<file path="src/rtl/fetch_predict_pkg.sv">
// Shared constants, types and helpers for the dual-issue fetch stage.
package fetch_predict_pkg;

  localparam logic [5:0]  OP_BEQ      = 6'b000100;
  localparam logic [5:0]  OP_BNE      = 6'b000101;
  localparam logic [1:0]  BHT_WEAK_NT = 2'b01;
  localparam logic [31:0] INSTR_NOP   = 32'h0000_0000;

  // Next-PC sources, listed from highest to lowest priority.
  typedef enum logic [2:0] {
    PC_MISP1,
    PC_MISP2,
    PC_JUMP1,
    PC_JUMP2,
    PC_HOLD,
    PC_PRED1,
    PC_PRED2,
    PC_SEQ
  } pc_sel_e;

  // True for the conditional branches the BHT predicts (beq/bne).
  function automatic logic is_cond_branch(input logic [5:0] opcode);
    return (opcode == OP_BEQ) || (opcode == OP_BNE);
  endfunction

  // Branch target relative to PC+4, same form as the decode-stage adders.
  function automatic logic [31:0] branch_target(input logic [31:0] pc_plus4,
                                                input logic [15:0] imm);
    return pc_plus4 + {{14{imm[15]}}, imm, 2'b00};
  endfunction

  // 2-bit saturating counter step.
  function automatic logic [1:0] sat_update(input logic [1:0] ctr,
                                            input logic       taken);
    logic [1:0] nxt;
    nxt = ctr;
    if (taken && (ctr != 2'b11)) begin
      nxt = ctr + 2'b01;
    end else if (!taken && (ctr != 2'b00)) begin
      nxt = ctr - 2'b01;
    end
    return nxt;
  endfunction

endpackage

</file>
<file path="src/rtl/bht_2bit.sv">
// Branch history table: 2**IDX_BITS two-bit saturating counters with two
// combinational prediction read ports and two update ports.
module bht_2bit
  import fetch_predict_pkg::*;
#(
  parameter int IDX_BITS = 6
) (
  input  logic                clk,
  input  logic                rst_n,
  input  logic [IDX_BITS-1:0] rd_idx1,
  input  logic [IDX_BITS-1:0] rd_idx2,
  output logic                rd_taken1,
  output logic                rd_taken2,
  input  logic                wr_en1,
  input  logic [IDX_BITS-1:0] wr_idx1,
  input  logic                wr_taken1,
  input  logic                wr_en2,
  input  logic [IDX_BITS-1:0] wr_idx2,
  input  logic                wr_taken2
);

  localparam int DEPTH = 1 << IDX_BITS;

  logic [1:0] ctr_q [DEPTH];
  logic [1:0] ctr_d [DEPTH];

  // Prediction is the counter MSB, read from current state only.
  assign rd_taken1 = ctr_q[rd_idx1][1];
  assign rd_taken2 = ctr_q[rd_idx2][1];

  // Next counter state; slot 2 is applied last so it wins on an index clash.
  always_comb begin
    // NOTE: every entry gets a default first so no path leaves ctr_d unassigned (no latches).
    ctr_d = ctr_q;
    if (wr_en1) begin
      ctr_d[wr_idx1] = sat_update(ctr_q[wr_idx1], wr_taken1);
    end
    if (wr_en2) begin
      ctr_d[wr_idx2] = sat_update(ctr_q[wr_idx2], wr_taken2);
    end
  end

  // Counter array register.
  always_ff @(posedge clk or negedge rst_n) begin
    if (!rst_n) begin
      // NOTE: the array is built from flops, not RAM, because every counter must
      // come out of reset weakly not-taken; non-blocking keeps all updates in step.
      for (int i = 0; i < DEPTH; i++) begin
        ctr_q[i] <= BHT_WEAK_NT;
      end
    end else begin
      ctr_q <= ctr_d;
    end
  end

endmodule

</file>
<file path="src/rtl/fetch_predict.sv">
// Dual-issue fetch stage: PC register, two-slot fetch, BHT-based beq/bne
// prediction and redirect handling from decode.
module fetch_predict
  import fetch_predict_pkg::*;
#(
  parameter logic [31:0] RESET_PC = 32'h0000_0000,
  parameter int          IDX_BITS = 6
) (
  input  logic        clk,
  input  logic        reset,
  input  logic        stallF,
  output logic [31:0] imem_addr,
  input  logic [31:0] imem_rd1,
  input  logic [31:0] imem_rd2,
  output logic [31:0] instrF1,
  output logic [31:0] instrF2,
  output logic [31:0] PCPlus4F,
  output logic [1:0]  predict_takenF,
  input  logic        misspredict1,
  input  logic        misspredict2,
  input  logic        pcsrcD1,
  input  logic        pcsrcD2,
  input  logic [1:0]  branchD1,
  input  logic [1:0]  branchD2,
  input  logic [31:0] pcbranchD1,
  input  logic [31:0] pcbranchD2,
  input  logic [31:0] pcplus4D,
  input  logic        jumpD1,
  input  logic        jumpD2,
  input  logic [27:0] jumpdstD1,
  input  logic [27:0] jumpdstD2,
  input  logic        stallD
);

  logic [31:0]         pc_q, pc_d;
  logic [31:0]         pc_plus4;
  logic [31:0]         target1, target2;
  logic                branch1, branch2;
  logic                bht_taken1, bht_taken2;
  logic                p1, p2;
  logic [IDX_BITS-1:0] upd_idx1, upd_idx2;
  pc_sel_e             pc_sel;

  assign pc_plus4 = pc_q + 32'd4;

  // Prediction: slot 2 is only predicted taken when slot 1 is not.
  assign branch1 = is_cond_branch(imem_rd1[31:26]);
  assign branch2 = is_cond_branch(imem_rd2[31:26]);
  assign p1      = branch1 && bht_taken1;
  assign p2      = branch2 && bht_taken2 && !p1;

  // Both slots add to PC+4 of slot 1, mirroring the decode target adders.
  assign target1 = branch_target(pc_plus4, imem_rd1[15:0]);
  assign target2 = branch_target(pc_plus4, imem_rd2[15:0]);

  // Decode-side update indices: slot 1 sits at pcplus4D-4, slot 2 at pcplus4D.
  // Subtracting 4 only touches bits [31:2], so slot 1 is the slot-2 index minus one.
  assign upd_idx2 = pcplus4D[IDX_BITS+1:2];
  assign upd_idx1 = upd_idx2 - IDX_BITS'(1);

  bht_2bit #(
    .IDX_BITS (IDX_BITS)
  ) u_bht (
    .clk       (clk),
    .rst_n     (reset),
    .rd_idx1   (pc_q[IDX_BITS+1:2]),
    .rd_idx2   (pc_plus4[IDX_BITS+1:2]),
    .rd_taken1 (bht_taken1),
    .rd_taken2 (bht_taken2),
    .wr_en1    ((branchD1 != 2'b00) && !stallD),
    .wr_idx1   (upd_idx1),
    .wr_taken1 (pcsrcD1),
    .wr_en2    ((branchD2 != 2'b00) && !stallD),
    .wr_idx2   (upd_idx2),
    .wr_taken2 (pcsrcD2)
  );

  // Fetch outputs; a predicted-taken slot 1 squashes slot 2 to a nop.
  always_comb begin
    imem_addr      = pc_q;
    PCPlus4F       = pc_plus4;
    predict_takenF = {p2, p1};
    instrF1        = imem_rd1;
    instrF2        = p1 ? INSTR_NOP : imem_rd2;
  end

  // Next-PC source select; decode redirects beat a fetch stall.
  always_comb begin
    pc_sel = PC_SEQ;
    if (misspredict1 && !stallD) begin
      pc_sel = PC_MISP1;
    end else if (misspredict2 && !stallD) begin
      pc_sel = PC_MISP2;
    end else if (jumpD1 && !stallD) begin
      pc_sel = PC_JUMP1;
    end else if (jumpD2 && !stallD) begin
      pc_sel = PC_JUMP2;
    end else if (stallF) begin
      pc_sel = PC_HOLD;
    end else if (p1) begin
      pc_sel = PC_PRED1;
    end else if (p2) begin
      pc_sel = PC_PRED2;
    end
  end

  // Next-PC value for the selected source; all arithmetic wraps modulo 2**32.
  always_comb begin
    pc_d = pc_q + 32'd8;
    case (pc_sel)
      PC_MISP1: pc_d = pcsrcD1 ? pcbranchD1 : pcplus4D;
      PC_MISP2: pc_d = pcsrcD2 ? pcbranchD2 : (pcplus4D + 32'd4);
      PC_JUMP1: pc_d = {pcplus4D[31:28], jumpdstD1};
      PC_JUMP2: pc_d = {pcplus4D[31:28], jumpdstD2};
      PC_HOLD:  pc_d = pc_q;
      PC_PRED1: pc_d = target1;
      PC_PRED2: pc_d = target2;
      default:  pc_d = pc_q + 32'd8;
    endcase
  end

  // PC register.
  always_ff @(posedge clk or negedge reset) begin
    if (!reset) begin
      pc_q <= RESET_PC;
    end else begin
      pc_q <= pc_d;
    end
  end

endmodule

</file>
<file path="config.mk">
export PLATFORM = sky130hd
export DESIGN_NAME = fetch_predict
export DESIGN_NICKNAME = d
export VERILOG_FILES = /design/src/rtl/fetch_predict_pkg.sv /design/src/rtl/bht_2bit.sv /design/src/rtl/fetch_predict.sv
export SDC_FILE = /design/constraint.sdc
export NUM_CORES = 1
export LEC_CHECK = 0
export ABC_CLOCK_PERIOD_IN_PS = 17800
export BUFFER_PORTS_ARGS = -buffer_cell sky130_fd_sc_hd__buf_4
export CAP_MARGIN = 20
export CORE_MARGIN = 10
export CORE_UTILIZATION = 50
export DETAILED_ROUTE_END_ITERATION = 16
export PLACE_DENSITY_LB_ADDON = 0.05
export RECOVER_POWER = 50
export SLEW_MARGIN = 20
export SYNTH_ARGS = -nofsm -noshare
export SYNTH_HDL_FRONTEND = slang
export SYNTH_HIERARCHICAL = 1
export SYNTH_SLANG_ARGS = --single-unit
</file>
<file path="constraint.sdc">
create_clock -name clk -period 17.8 [get_ports clk]
set_input_delay 3.56 -clock clk [delete_from_list [all_inputs] [get_ports clk]]
set_output_delay 3.56 -clock clk [all_outputs]
set_load 0.05 [all_outputs]
</file>
==> Flow_metrics.wiki <==
{| class="wikitable"
! Metric !! Value
|-
| Root Driver || sky130_fd_sc_hd__clkbuf_16
|-
| DRC violation count after routing || 0
|-
| RSZ-0062 raised after global routing || no
|-
| Total Nets Final || 2522
|-
| Slowest-stage cell, CP || sky130_fd_sc_hd__clkbuf_1
|-
| Synthesized netlist cell count || just over 2000
|-
| Category of cells accounting for the largest share of critical-path delay || buffers and inverters
|-
| Cell count along the critical path || 2
|-
| RR Endpoint || imem_addr[26]
|-
| Cell area after synthesis || between 15000 and 20000 um^2
|-
| Startpoint class of the critical path || input port
|-
| Post-route cell area || 20000 um^2
|-
| Port Buffer Count || about 340
|-
| Internal reg-to-reg setup slack || ~8900 ps
|-
| Critical path fanouts, max || 89
|-
| Hold Crit Start || imem_addr[0]
|-
| Final critical delay including setup and external delays || ~11000 ps
|-
| Result of the run || finished with violations
|-
| Crit Path Class || input port to async pin
|-
| Post-DP HPWL || about 56000 um
|-
| Mapped Nets || about 2300
|-
| Data arrival time at the worst-slack endpoint || about 10000 ps
|-
| Detailed Routing Iterations Pass 1 || 9
|-
| Number of gates resized after cts || 0
|-
| Slew at the pin closest to its max-slew limit || roughly 5300 ps
|-
| Leakage power of the design || around 8.4 nW
|-
| Wire length after detailed routing || around 77000 um
|-
| Tot GR Track Use || about a third
|-
| Tightest Hold Check Type || flip-flop to flip-flop
|-
| Flip-flop and latch count after synthesis || 160
|-
| Most common cell in the netlist || sky130_fd_sc_hd__nand2_1
|-
| Ratio of routed vias to standard cells || 6.83
|-
| Flip-flop cell with the highest count after synthesis || sky130_fd_sc_hd__dfrtp_1
|-
| Vias in the first global route || between 15000 and 20000
|-
| Placed cell areas || ~20000 um^2
|-
| Clock latency reported for the late side of the worst-skew pair || 450 ps
|-
| I/O pins || between 300 and 400
|-
| Largest incremental delay on the critical path || between 3000 and 4000 ps
|-
| Crit path capture type || async pin
|-
| Ranking of synthesized cells by area || sky130_fd_sc_hd__dfrtp_1, sky130_fd_sc_hd__mux4_2, sky130_fd_sc_hd__dfstp_2, sky130_fd_sc_hd__mux2i_1, sky130_fd_sc_hd__o21ai_0
|-
| Global-route wire length before repair || approximately 110000 um
|-
| Number of DRC markers in iteration 0 || 2368
|-
| Number of buffers inserted during clock tree synthesis || 17
|-
| Final count of hold timing violations || 0
|-
| Number of maximum-capacitance constraint violations || 4
|-
| Post-cts hold buffer count || 0
|-
| Yosys Warn Count || 6
|-
| Die Height || 205 um
|-
| Max Fclk || roughly 95 MHz
|-
| Post-route setup TNS || 0 ps
|-
| Violated checks || capacitance limit, slew limit
|-
| Area growth from synthesis to layout || 16.7%
|-
| Final Slew Violations || around 210
|-
| Worst path cell trace || clkbuf_1 -> clkbuf_1
|-
| Worst clock skew || roughly 19 ps
|-
| Netlist cell types || 100
|-
| Maximum VDD drop || slightly above 0.00008 V
|-
| Path depth of the worst reg2reg path || 15
|-
| Core Region || ~34000 um^2
|-
| Sequential-to-total area share from yosys stat || around a quarter
|-
| Fraction of layout cells with a size suffix above 1 || around 25%
|-
| Number of cell rows || 67
|-
| Die W || 205 um
|-
| Largest area contributor in the synthesized netlist || sky130_fd_sc_hd__dfrtp_1
|-
| Number of fillers in the final layout || about 3000
|-
| Rel. slew slack || -255%
|-
| Clock tree from TritonCTS || built
|-
| Sinks on the clock net || 160
|-
| Maximum number of pins on one net before global-route repair || 90
|-
| RePlAce Congestion || ~1.0
|-
| Total number of vias || ~19000
|-
| Critical Path RT || approximately 17000 ps
|-
| Post-layout power || between 2 and 3 mW
|-
| Post-synth top cells || sky130_fd_sc_hd__nand2_1, sky130_fd_sc_hd__nor2_1, sky130_fd_sc_hd__o21ai_0
|-
| Clock transition time at the flip-flop clock pins of the worst setup and hold paths || around 80 ps
|-
| Area of the die || 42100 um^2
|-
| H-tree depth || 4
|-
| Worst hold endpoint || imem_addr[0]
|-
| Power per cell area || ~140 nW/um^2
|-
| Total gr overflow || 0
|-
| Proportion of register bits with asynchronous set or reset after synthesis || between 90% and 100%
|-
| Antenna-violating nets left || 0
|-
| Maximum clock path buffer count || 2
|-
| Number of antenna violations at the first check in global routing || 1
|-
| Yosys top cell area share || between 10 and 15%
|-
| Number of synthesized flops with an enable pin || 0
|-
| Cell repeated most along the worst path || sky130_fd_sc_hd__clkbuf_1
|-
| Hold Path Depth || 2
|-
| Fin crit share || a little under 60%
|-
| Final setup viols || 0
|-
| Number of buffers inserted by post-CTS setup repair || 0
|-
| Worst path bufs/invs || 2
|-
| Initial Utilization || just over 50%
|-
| Mean cell area of the mapped netlist || 8.38 um^2
|-
| Worst R2R Start || imem_addr[3]
|-
| DR WL/cell || approximately 28 um
|}
==> power breakdown <==
part | internal, mW | total, mW | switching, mW | leakage [nW]
registers | 0.559 | 0.812 | 0.253 | 1.86
clock network | 0.215 | 0.403 | 0.188 | 0.299
logic | 0.622 | 1.60 | 0.982 | 6.26
total | 1.40 | 2.82 | 1.42 | 8.41
==> registers in the layout, indices dropped and copies added (netlist names) <==
| name | cells |
|---|---|
| u_bht/ctr_q | 128 |
| imem_addr | 32 |
==> per-layer routing <==
layer  GRT usage, %  wire length, um  up-vias
met5              0                0        -
met4           15.8             3730        0
met2           58.5            36600     1244
met3           7.19             8020      223
met1           42.5            28200     9035
li1               -                -     8056
==> cell type report <==
| class | instances | area (um^2) | share of cell area [%] |
|---|---|---|---|
| Inverter | 36 | 135 | 0.675 |
| Timing Repair Buffer | 376 | 2620 | 13.1 |
| Clock buffer | 17 | 425 | 2.13 |
| Multi-Input combinational cell | 1665 | 12000 | 60.0 |
| Tap cell | 448 | 561 | 2.80 |
| Sequential cell | 160 | 4090 | 20.4 |
| Antenna cell | 1 | 2.50 | 0.0125 |
| Clock inverter | 15 | 190 | 0.950 |
==> stage by stage <==
stage / cells / setup WS [ps] / utilization [%] / hold slack (ps)
global route: 2718 / 6190 / 59.4 / 577
finish: 2718 / 7280 / 59.4 / 534
detailed placement: 2685 / 8390 / 58.2 / 530
CTS: 2717 / 8850 / 60.0 / 544
floorplan: 2048 / 9660 / - / 574
global placement: 2685 / 8460 / 58.2 / 518
==> kinds of logic (layout without fill, tap and decap cells) <==
| group | Yosys count | in the layout | synth area share [%] |
|---|---|---|---|
| fa+ha+maj | 38 | 38 | 2.79 |
| buf+inv | 223 | 444 | 6.64 |
| xor+xnor | 74 | 74 | 3.89 |
| other cells | 0 | 1 | 0 |
| compound gates | 554 | 554 | 20.2 |
| flops | 160 | 160 | 23.8 |
| simple gates | 732 | 732 | 21.4 |
| mux | 267 | 267 | 21.3 |
==> placed cells by master (no fill, tap or decap), drive strengths merged, types with 7 or more instances in the layout <==
cell / n
buf: 321
nand2: 181
nor2: 173
o21ai: 160
mux2i: 157
dfrtp: 96
a21oi: 94
o22ai: 91
nor3: 90
nor2b: 75
mux4: 75
a31oi: 73
clkbuf: 72
dfstp: 64
nand3: 60
inv: 44
and2: 42
xnor2: 39
ha: 35
xor2: 35
mux2: 35
nand4: 24
a22oi: 19
and3: 18
a211oi: 13
nand2b: 13
a221oi: 12
a21o: 11
o21a: 9
o221ai: 9
nor4: 9
nor3b: 8
nand3b: 7
o211ai: 7
==> worst max path at each step <==
stage	from	endpoint	slack, ps
finish	reset	imem_addr[1]	7280
detailed placement	pcplus4D[2]	u_bht/ctr_q[3]	8390
global route	reset	u_bht/ctr_q[89]	6190
global placement	pcplus4D[2]	u_bht/ctr_q[3]	8460
floorplan	imem_rd2[27]	predict_takenF[1]	9660
CTS	pcplus4D[2]	u_bht/ctr_q[3]	8850
Note: power is estimated with default switching activity, not from simulation.
